### config.mk
export PLATFORM = sky130hd
export DESIGN_NAME = fpga_spi_byte_slave
export DESIGN_NICKNAME = d
export VERILOG_FILES = /design/src/rtl/fpga_spi_byte_slave.sv
export SDC_FILE = /design/constraint.sdc
export NUM_CORES = 1
export LEC_CHECK = 0
export BUFFER_PORTS_ARGS = -buffer_cell sky130_fd_sc_hd__clkbuf_2
export CAP_MARGIN = 0
export CORE_MARGIN = 2
export CORE_UTILIZATION = 61
export DETAILED_ROUTE_END_ITERATION = 16
export GPL_ROUTABILITY_DRIVEN = 0
export PLACE_DENSITY = 0.9
export SYNTH_ARGS = -nofsm -noshare
export SYNTH_HDL_FRONTEND = slang
export SYNTH_SLANG_ARGS = --single-unit
### constraint.sdc
create_clock -name DCLK -period 4.7 [get_ports DCLK]
set_input_delay 0.47 -clock DCLK [delete_from_list [all_inputs] [get_ports DCLK]]
set_output_delay 0.47 -clock DCLK [all_outputs]
set_load 0.01 [all_outputs]
### src/rtl/fpga_spi_byte_slave.sv
// fpga_spi_byte_slave: SPI mode-0 byte slave clocked from DCLK.
// Oversamples SCK/SS_N/MOSI through synchronizers, assembles MSB-first bytes,
// strobes each complete byte and returns byte_in to the host on MISO.
// Optional feature macro: FSPI_MISO_HIZ_EN (MISO floats while no frame is active).
`timescale 1ns/1ps

module fpga_spi_byte_slave #(
  parameter int unsigned STRB_CYCLES = 2,
  parameter int unsigned SYNC_STAGES = 3
) (
  input  logic        DCLK,
  input  logic        rst,
  input  logic        SPI_SCK,
  input  logic        SPI_SS_N,
  input  logic        SPI_MOSI,
  output logic        SPI_MISO,
  output logic [7:0]  byte_out,
  output logic        byte_strb,
  input  logic [7:0]  byte_in,
  output logic        frame_active,
  output logic [15:0] byte_cnt,
  output logic        frame_err
);

  localparam int unsigned LAST = SYNC_STAGES - 1;
  localparam int unsigned PREV = SYNC_STAGES - 2;

  typedef enum logic [1:0] {
    IDLE  = 2'd0,
    LOAD  = 2'd1,
    SHIFT = 2'd2
  } state_t;

  state_t                 r_state;
  logic [SYNC_STAGES-1:0] r_sck_sync;
  logic [SYNC_STAGES-1:0] r_ss_sync;
  logic [SYNC_STAGES-1:0] r_mosi_sync;
  logic [2:0]             r_flush_cnt;
  logic                   r_armed;
  logic [3:0]             r_bit_cnt;
  logic [7:0]             r_rx_shift;
  logic [7:0]             r_tx_shift;
  logic [7:0]             r_byte_out;
  logic                   r_byte_strb;
  logic [2:0]             r_strb_cnt;
  logic                   r_frame_active;
  logic [15:0]            r_byte_cnt;
  logic                   r_frame_err;

  logic w_sck;
  logic w_sck_d;
  logic w_ss;
  logic w_ss_d;
  logic w_mosi;
  logic w_sck_rise;
  logic w_sck_fall;
  logic w_ss_rise;
  logic w_ss_fall;
  logic w_flush_done;
  logic w_complete;

  // Input synchronizers; SCK idles low and SS_N idles high out of reset
  always_ff @(posedge DCLK or posedge rst) begin
    if (rst) begin
      r_sck_sync  <= '0;
      r_ss_sync   <= '1;
      r_mosi_sync <= '0;
    end else begin
      r_sck_sync  <= {r_sck_sync[SYNC_STAGES-2:0], SPI_SCK};
      r_ss_sync   <= {r_ss_sync[SYNC_STAGES-2:0], SPI_SS_N};
      r_mosi_sync <= {r_mosi_sync[SYNC_STAGES-2:0], SPI_MOSI};
    end
  end

  assign w_sck      = r_sck_sync[PREV];
  assign w_sck_d    = r_sck_sync[LAST];
  assign w_ss       = r_ss_sync[PREV];
  assign w_ss_d     = r_ss_sync[LAST];
  assign w_mosi     = r_mosi_sync[PREV];
  assign w_sck_rise = w_sck & ~w_sck_d;
  assign w_sck_fall = ~w_sck & w_sck_d;
  assign w_ss_rise  = w_ss & ~w_ss_d;
  assign w_ss_fall  = ~w_ss & w_ss_d;

  assign w_flush_done = (r_flush_cnt == 3'(SYNC_STAGES));
  assign w_complete   = (r_state == SHIFT) && w_sck_rise && (r_bit_cnt == 4'd7);

  // Arm frame detection only after SS_N has been seen high post-reset, so a
  // frame interrupted by reset is not mistaken for a new one
  always_ff @(posedge DCLK or posedge rst) begin
    if (rst) begin
      r_flush_cnt <= 3'd0;
      r_armed     <= 1'b0;
    end else begin
      if (!w_flush_done) begin
        r_flush_cnt <= r_flush_cnt + 3'd1;
      end
      if (w_flush_done && w_ss) begin
        r_armed <= 1'b1;
      end
    end
  end

  // Strobe width counter; runs to completion regardless of frame state
  always_ff @(posedge DCLK or posedge rst) begin
    if (rst) begin
      r_byte_strb <= 1'b0;
      r_strb_cnt  <= 3'd0;
    end else if (w_complete) begin
      r_byte_strb <= 1'b1;
      r_strb_cnt  <= 3'(STRB_CYCLES - 1);
    end else if (r_strb_cnt != 3'd0) begin
      r_strb_cnt  <= r_strb_cnt - 3'd1;
    end else begin
      r_byte_strb <= 1'b0;
    end
  end

  // Frame/byte FSM with its datapath registers
  always_ff @(posedge DCLK or posedge rst) begin
    if (rst) begin
      r_state        <= IDLE;
      r_bit_cnt      <= 4'd0;
      r_rx_shift     <= 8'h00;
      r_tx_shift     <= 8'h00;
      r_byte_out     <= 8'h00;
      r_frame_active <= 1'b0;
      r_byte_cnt     <= 16'h0000;
      r_frame_err    <= 1'b0;
    end else begin
      r_frame_err    <= 1'b0;
      r_frame_active <= r_armed & ~w_ss;

      if (w_complete) begin
        r_byte_out <= {r_rx_shift[6:0], w_mosi};
        if (r_byte_cnt != 16'hFFFF) begin
          r_byte_cnt <= r_byte_cnt + 16'd1;
        end
      end

      if (w_ss_rise) begin
        // A byte completing in this same cycle is not a partial byte
        if ((r_state == SHIFT) && (r_bit_cnt != 4'd0) && (r_bit_cnt != 4'd8) && !w_complete) begin
          r_frame_err <= 1'b1;
        end
        r_state   <= IDLE;
        r_bit_cnt <= 4'd0;
      end else begin
        case (r_state)
          IDLE: begin
            r_tx_shift <= byte_in;
            if (w_ss_fall && r_armed) begin
              r_state    <= LOAD;
              r_bit_cnt  <= 4'd0;
              r_byte_cnt <= 16'h0000;
            end
          end
          LOAD: begin
            r_bit_cnt  <= 4'd0;
            r_tx_shift <= byte_in;
            if (w_sck_rise) begin
              r_rx_shift <= {r_rx_shift[6:0], w_mosi};
              r_bit_cnt  <= 4'd1;
              r_state    <= SHIFT;
            end
          end
          SHIFT: begin
            if (w_sck_fall) begin
              if (r_bit_cnt == 4'd8) begin
                r_state   <= LOAD;
                r_bit_cnt <= 4'd0;
              end else begin
                r_tx_shift <= {r_tx_shift[6:0], 1'b0};
              end
            end
            if (w_sck_rise && (r_bit_cnt != 4'd8)) begin
              r_rx_shift <= {r_rx_shift[6:0], w_mosi};
              r_bit_cnt  <= r_bit_cnt + 4'd1;
            end
          end
          default: begin
            r_state   <= IDLE;
            r_bit_cnt <= 4'd0;
          end
        endcase
      end
    end
  end

  assign byte_out     = r_byte_out;
  assign byte_strb    = r_byte_strb;
  assign frame_active = r_frame_active;
  assign byte_cnt     = r_byte_cnt;
  assign frame_err    = r_frame_err;

  // MISO presents the transmit MSB only while a frame is active
`ifdef FSPI_MISO_HIZ_EN
  assign SPI_MISO = r_frame_active ? r_tx_shift[7] : 1'bz;
`else
  assign SPI_MISO = r_frame_active ? r_tx_shift[7] : 1'b0;
`endif

endmodule

== Word-level counts from Yosys, hierarchy flattened ==
Index checks and enable logic that the tools add are counted.

* Flip-flop bits (word level): 63
* Bits of input ports: 13
* Output and inout bits: 28

* Add/sub/neg operators: 4
* Eq/ne operators: 18
* Multiplexer cells: 31
* Bitwise operators: 10
* Reduce and logical (&&, ||, !) cells: 20

{| class="wikitable"
|+ Operators by type and width
! kind !! number
|-
| 16-bit two-way mux || 5
|-
| 4-bit two-way mux || 5
|-
| 16-bit by 1-bit adder with 16-bit output, second input constant || 1
|-
| 8-bit two-way mux || 2
|-
| 16-bit != test, second input constant || 1
|-
| 8-bit case mux with 2 select lines || 1
|-
| 7-bit two-way mux || 2
|-
| 7-bit case mux with 2 select lines || 1
|-
| 4-bit case mux with 3 select lines || 1
|-
| 4-bit AND reduction || 3
|-
| 2-bit two-way mux || 5
|-
| 3-bit != test, second input constant || 3
|-
| 1-bit logical AND || 8
|-
| 2-bit != test, second input constant || 4
|-
| 1-bit two-way mux || 6
|-
| 3-bit two-way mux || 2
|-
| 2-bit case mux with 3 select lines || 1
|-
| 2-bit nonzero test || 3
|-
| 1-bit AND || 5
|-
| 1-bit NOT || 5
|-
| 4-bit by 1-bit adder with 4-bit output, second input constant || 1
|-
| 4-bit by 3-bit equality test with 1-bit output, second input constant || 1
|-
| 4-bit equality test, second input constant || 1
|-
| 4-bit by 2-bit != test with 1-bit output, second input constant || 1
|-
| 15 further kinds || 15
|}

== Logic depth before layout (Yosys ltp) ==
Gate-level depths: netlist of run 1.

* Word-level depth: 8
* Depth in mapped cells: 8

== Worst setup path before layout of run 1 ==
OpenSTA, ideal clock, no wires.

* Path type: flip-flop to flip-flop
* Start point: register r_bit_cnt[0]
* End point: register r_rx_shift[0]
* Setup time: 0.125 ns
* Arrival time: 1.789 ns
* Setup slack: 2.786 ns
* Stages on the path, launching flop included: 7
* Buffers on the path: 1
* Period minus slack after synthesis: 1.914 ns
* Cell sequence: dfrtp_1 inv_1 ha_1 and3b_1 buf_6 a2111oi_4 mux2_2

* Word-level cells in the longest chain between the ends: 4

{| class="wikitable"
|+ Ends and longest elaborated chain
! what !! RTL line !! text
|-
| start: declaration || 40 || <nowiki>logic [3:0] r_bit_cnt;</nowiki>
|-
| start signal: assignment || 178 || <nowiki>r_bit_cnt <= r_bit_cnt + 4'd1;</nowiki>
|-
| 4-bit != test || 176 || <nowiki>if (w_sck_rise && (r_bit_cnt != 4'd8)) begin</nowiki>
|-
| 1-bit logical AND || 176 ||
|-
| 2-bit by 1-bit != test with 1-bit output (no source line) || -- ||
|-
| 4-bit AND reduction (no source line) || -- ||
|-
| end signal: assignment || 162 || <nowiki>r_rx_shift <= {r_rx_shift[6:0], w_mosi};</nowiki>
|-
| end signal: assignment || 177 || <nowiki>r_rx_shift <= {r_rx_shift[6:0], w_mosi};</nowiki>
|-
| end: declaration || 41 || <nowiki>logic [7:0] r_rx_shift;</nowiki>
|}

No other way between the ends.
A chain may end at the register's enable or synchronous reset.

== Final worst setup path of run 1 ==
* Start point: register r_state[0]
* End point: register r_byte_cnt[9] (netlist: byte_cnt[9])

* Word-level cells in the longest chain between the ends: 7
* Elaborated cells on any way between the ends: 8
* Those cells by class: 1 x eq/ne; 4 x mux; 3 x reduce/logical

{| class="wikitable"
|+ Ends and longest elaborated chain
! what !! RTL line !! text
|-
| start: declaration || 34 || <nowiki>state_t r_state;</nowiki>
|-
| start signal: assignment || 122 || <nowiki>r_state <= IDLE;</nowiki>
|-
| start signal: assignment || 146 || <nowiki>r_state <= IDLE;</nowiki>
|-
| start signal: assignment || 153 || <nowiki>r_state <= LOAD;</nowiki>
|-
| 2-bit equality test || 86 || <nowiki>assign w_complete = (r_state == SHIFT) && w_sck_rise && (r_bit_cnt == 4'd7);</nowiki>
|-
| 1-bit logical AND (2 in series) || 86 ||
|-
| 16-bit two-way mux || 134 || <nowiki>if (w_complete) begin</nowiki>
|-
| 16-bit two-way mux || 152 || <nowiki>if (w_ss_fall && r_armed) begin</nowiki>
|-
| 16-bit two-way mux || 149 || <nowiki>case (r_state)</nowiki>
|-
| 16-bit two-way mux * || 141 || <nowiki>if (w_ss_rise) begin</nowiki>
|-
| end signal: assignment || 137 || <nowiki>r_byte_cnt <= r_byte_cnt + 16'd1;</nowiki>
|-
| end: declaration || 47 || <nowiki>logic [15:0] r_byte_cnt;</nowiki>
|}

Every way passes the cells marked *; elsewhere a longest branch is shown, timed or not.

==> impl_metrics.toml, run 1 <==
[yosys]
synth_area_um2 = 3070
synth-xor-area-share_pct = 0.570
muxShareOfSynthArea_pct = 9.69
ys_top_cells_by_area = "dfrtp_1, mux2_2, nand2_1, ha_1, dfstp_2"
yosys.area_share.adder_pct = 4.48
synth_top_area_share_pct = 48.9
ys_async_sr_fraction_pct = 100
synth_common_cells = "dfrtp_1, nand2_1, mux2_2"
yosys.area_share.simple_pct = 19.5
ys_ff_latch = 63
synth_edf_count = 0
synth_nets = 308
ys.flop_type = "dfrtp_1"
synth.most_common_cell = "dfrtp_1"
synth_compound_area_share_pct = 11.0
synth_top_family_by_area = "simple AND/OR/NAND/NOR gates"
ys_types = 49
yosysSeqAreaShare_pct = 51.4
yosysWarnings = 0
syn_area_per_cell_um2 = 10.8
synth_top_cell_by_area = "dfrtp_1"
synthCells = 284

[floorplan]
die_area_um2 = 5620
rows = 25
initial_core_util_pct = 64.2
pin_count = 41
die_h_um = 75.0
die_w_um = 75.0
core-area_um2 = 4790

[hold_path]
hold_class = "in2reg"

[sta]
setup_viol = 0
setup-tns-final_ns = 0
fin_hold_ws_ns = 0.206
slew_viol_final = 0
slew_headroom_pct = 37.3
fin_crit_ns = 2.69
rsz0062_at_grt = "no"
finalCritPeriodShare_pct = 57.2
skew_ns = 0.00886
fmax_mhz = 372
hold_viol = 0
max_slew.worst_pin.slew_ns = 0.937

[detailed_routing]
first_pass_iters = 4
wire_per_inst_um = 14.6
drt_iter0_drc = 163
ant_nets = 0
vias = 2345
drc = 0
wl_mm = 5.78
routed_via_density = 5.91

[clock_network]
numCtsBuffers = 9
h-tree-depth = 3
post_cts_buffers = 0
ctsLongestPathBuffers = 2
hold_buffers = 0
ctsResizeCount = 0
clk-insertion-delay-late_ns = 0.34
clock-sinks = 63
path_clk_slew_ns = 0.07
cts_tree = "done"
clock-root-buffer = "clkbuf_8"

[worst_setup_path]
worstSetupEndpointType = "flip-flop"
cp_slowest_cell = "or4_1"
arrival_ns = 2.96
crit_path_max_fanout = 18
cpPeakStageDelay_ns = 0.63
crit_path_start_kind = "flip-flop"
worstPathCellList = "inv_1, ha_1, and4b_2, nand4_1, or4_1, a21oi_1"
crit_required_ns = 4.97
crit_type = "reg2reg"

[placed_design]
postPlaceCellArea_um2 = 3310
io_buffers = 40
dp_hpwl_mm = 4.01

[flow_run]
maxCapViolCount = 0

[power_and_ir_drop]
power_density_nw_per_um2 = 387
max-vdd-ir-drop_uv = 326
p_leak_nw = 1.63

[final_layout]
final_nets = 349
final_area_um2 = 3480
layout-drive-gt1-share_pct = 25.8
area_growth_pct = 13.4
diodes = 0

[global_route]
grt_first_pass_wirelength_mm = 9.40
track_usage_pct = 22.2
grt-ovfl-total = 0
grt_max_degree = 64
grt_pass1_vias = 2153
antenna_found_initial = 0

[outcome]
status = "finished clean"
area by class of cell:
type / instances / area, um2
multi-input cells: 198 / 1390
well taps: 67 / 83.8
clock inverters: 5 / 33.8
flip-flops and latches: 63 / 1580
fillers: 339 / 1300
clock buffers: 11 / 141
inverters: 12 / 45.0
repair buffers: 41 / 208
placed cells by master, fill, tap and decap left out, drive strengths merged, types with 6 or more instances in the layout:
cell / Yosys / routed
a21oi: 11 / 11
inv: 12 / 12
mux2: 22 / 22
ha: 11 / 11
dfrtp: 60 / 60
nand2: 41 / 41
nand4: 8 / 8
nor2: 11 / 11
o31ai: 7 / 7
or4: 7 / 7
nor3: 6 / 6
nand3: 8 / 8
clkbuf: 7 / 51
o21ai: 9 / 9
worst paths after layout:
check,start,end,slack (ns),cells past startpoint
worst max-delay path,r_state[0],byte_cnt[9],2.01,6
worst min-delay path,SPI_SS_N,r_ss_sync[0],0.21,1
worst max register to register,r_state[0],byte_cnt[9],2.01,6
worst min register to register,r_mosi_sync[0],r_mosi_sync[1],0.35,0
max in group asynchronous,rst,r_flush_cnt[1],3.87,3
min in group asynchronous,rst,byte_cnt[7],0.32,3
worst max-delay path: cells and delay by family, from the launching register on:
family | cells | cell delay [ns]
flops | 1 | 0.40
compound gates | 1 | 0.15
buf+inv | 1 | 0.11
simple gates | 3 | 1.34
fa+ha+maj | 1 | 0.61
metrics by stage:
step           cells  util [%]  worst slack (ns)  total power, mW
6_report         397      72.8              2.01             1.35
5_1_grt          397      72.8              1.73             1.42
4_1_cts          397      72.8              2.01             1.36
3_5_place_dp     381      69.1              2.03            0.947
3_3_place_gp     381      69.1              2.14            0.931
2_1_floorplan    284         -              2.67            0.887
registers in the layout, indices dropped and copies added, names as in the netlist:
signal,cells
r_ss_sync,3
r_sck_sync,3
r_tx_shift,8
byte_strb,1
r_flush_cnt,3
frame_err,1
frame_active,1
byte_out,8
r_mosi_sync,2
byte_cnt,16
r_strb_cnt,3
r_rx_shift,7
r_armed,1
r_bit_cnt,4
r_state,2
power by group:
part / internal (mW) / switching (mW) / leakage [nW]
logic: 0.134 / 0.139 / 0.737
clock network: 0.204 / 0.206 / 0.0853
registers: 0.620 / 0.0439 / 0.812
total: 0.958 / 0.389 / 1.63
cells by family (layout without fill, tap and decap cells):
logic type,Yosys count,after routing
AND/OR/NAND/NOR,111,111
buffers and inverters,23,69
flip-flops,63,63
adder cells (fa/ha/maj),11,11
multiplexers,27,27
XOR/XNOR,2,2
AO/OA/AOI/OAI,47,47
metal layers:
metal / global-route usage [%] / share of wire, %
met2: 35.2 / 47
met3: 5.62 / 5.3
met1: 29.1 / 46
met5: 0 / 0
met4: 9.52 / 1.7
No activity file was read; power rests on OpenSTA's default activity.
==> inputs of run 2 (changes only) <==
--- a/config.mk
+++ b/config.mk
@@ -8,10 +8,10 @@
 export BUFFER_PORTS_ARGS = -buffer_cell sky130_fd_sc_hd__clkbuf_2
 export CAP_MARGIN = 0
 export CORE_MARGIN = 2
-export CORE_UTILIZATION = 61
+export CORE_UTILIZATION = 57
 export DETAILED_ROUTE_END_ITERATION = 16
 export GPL_ROUTABILITY_DRIVEN = 0
-export PLACE_DENSITY = 0.9
+export PLACE_DENSITY = 0.85
 export SYNTH_ARGS = -nofsm -noshare
 export SYNTH_HDL_FRONTEND = slang
 export SYNTH_SLANG_ARGS = --single-unit
==> constraint.sdc (replaced) <==
create_clock -name DCLK -period 2.5 [get_ports DCLK]
set_input_delay 0.25 -clock DCLK [delete_from_list [all_inputs] [get_ports DCLK]]
set_output_delay 0.25 -clock DCLK [all_outputs]
set_load 0.01 [all_outputs]
==> run 2 against run 1 <==
Sequential cell count stayed put; register-to-register slack worse by 1.8 ns; fmax is 20% higher; final cell count is 2.8% higher; clock skew is 0.0034 ns higher; highest routed layer unchanged; global-route usage is 0.97 points higher; sequential share of layout area is 1.4 points lower; worst hold slack worse by 0.18 ns; critical endpoint is now byte_cnt[13]; critical path type unchanged; combinational power is 97% higher; setup slack worse by 1.8 ns; non-clock buffer count is 8 higher; total power is 97% higher.
==> impl_metrics.toml, run 2 (synthesis gave the netlist of run 1 again) <==
[floorplan]
rows = 26
initial_core_util_pct = 59.8
die_w_um = 77.4
die_area_um2 = 5990
pin_count = 41
die_h_um = 77.4
core-area_um2 = 5140

[global_route]
track_usage_pct = 23.1
grt_first_pass_wirelength_mm = 10.9
antenna_found_initial = 0
grt_max_degree = 33
grt_pass1_vias = 2369
grt-ovfl-total = 0

[detailed_routing]
routed_via_density = 5.93
ant_nets = 0
first_pass_iters = 5
wl_mm = 6.31
drt_iter0_drc = 135
vias = 2421
drc = 0
wire_per_inst_um = 15.5

[power_and_ir_drop]
p_leak_nw = 1.68
p_total_mw = 2.65
max-vdd-ir-drop_uv = 670
power_density_nw_per_um2 = 739

[clock_network]
clock-sinks = 63
clock-root-buffer = "clkbuf_8"
h-tree-depth = 3
post_cts_buffers = 0
clk-insertion-delay-late_ns = 0.34
ctsLongestPathBuffers = 2
path_clk_slew_ns = 0.07
numCtsBuffers = 9
cts_tree = "done"

[sta]
finalCritPeriodShare_pct = 90.0
max_slew.worst_pin.slew_ns = 0.695
slew_viol_final = 0
setup_viol = 0
setup-tns-final_ns = 0
fin_crit_ns = 2.25
hold_viol = 0
rsz0062_at_grt = "no"
fmax_mhz = 445
setup_slack_ns = 0.251
skew_ns = 0.0123
slew_headroom_pct = 53.3

[final_layout]
seq_area_um2 = 1580
multi_input_area_um2 = 1400
layout_commonest_cell = "dfrtp_1"
layout-drive-gt1-share_pct = 26.3
diodes = 0
fin_cells = 408
final_nets = 357
layout_common_cells = "dfrtp_1, nand2_1, clkbuf_2"
largest_reg_flops = 16
area_growth_pct = 16.9
num-fill-cells = 391

[worst_setup_path]
worstSetupEndpointType = "flip-flop"
worstPathCellList = "inv_1, ha_1, and4b_2, nand4_1, buf_4, or4_1, a31oi_1"
arrival_ns = 2.51
cp_slowest_cell = "or4_1"
crit_required_ns = 2.76
crit_path_max_fanout = 7
crit_type = "reg2reg"
cpPeakStageDelay_ns = 0.42
crit_family = "simple AND/OR/NAND/NOR gates"
worst-path-buf-inv = 2
crit_path_start_kind = "flip-flop"

[flow_run]
maxCapViolCount = 0

[placed_design]
dp_hpwl_mm = 4.24
io_buffers = 40
dp.cells = 389
pre_cts_ws_ns = 0.226

[outcome]
status = "finished clean"

[hold_path]
hold_class = "in2reg"
run 2: metal layers:
layer	up-vias	share of wire (%)	GRT usage [%]
met2	77	49	38.1
met3	14	5.0	6.16
li1	1141	-	-
met1	1189	44	29.3
met4	0	1.7	9.11
met5	-	0	0
run 2: where the power goes:
group | total [mW] | leakage, nW | internal, mW | switching [mW]
combinational | 0.535 | 0.778 | 0.268 | 0.266
clock | 0.866 | 0.0899 | 0.489 | 0.377
sequential | 1.25 | 0.812 | 1.17 | 0.0877
total | 2.65 | 1.68 | 1.92 | 0.731
run 2: path summary, 6_finish.rpt:
path / start / end / slack [ns] / cells after the start
max: r_state[0] / byte_cnt[13] / 0.25 / 7
max in group asynchronous: rst / r_ss_sync[0] / 1.28 / 4
max reg2reg: r_state[0] / byte_cnt[13] / 0.25 / 7
min: SPI_SCK / r_sck_sync[0] / 0.02 / 1
min in group asynchronous: rst / byte_out[0] / 0.55 / 3
min reg2reg: r_ss_sync[0] / r_ss_sync[1] / 0.35 / 0
run 2: what timing repair did:
| item | CTS | global route |
|---|---|---|
| hold endpoints to repair | 12 | 1 |
| gates resized for setup | 0 | 1 |
| endpoints found under the setup margin | 0 | 3 |
| hold buffers | 2 | 1 |
run 2: layout make-up:
class,count,share of cell area (%)
Clock buffer,13,4.14
Clock inverter,3,1.25
Inverter,12,1.25
Multi-Input combinational cell,198,38.9
Sequential cell,63,44.0
Tap cell,70,2.44
Timing Repair Buffer,49,8.01
run 2: metrics by stage:
step / hold slack [ns] / utilization (%) / instance area (um2)
floorplan: 0.254 / - / 3070
global placement: 0.332 / 65.4 / 3360
detailed placement: 0.342 / 65.4 / 3360
CTS: 0.00411 / 69.6 / 3580
global route: 0.00410 / 69.9 / 3590
finish: 0.0232 / 69.9 / 3590
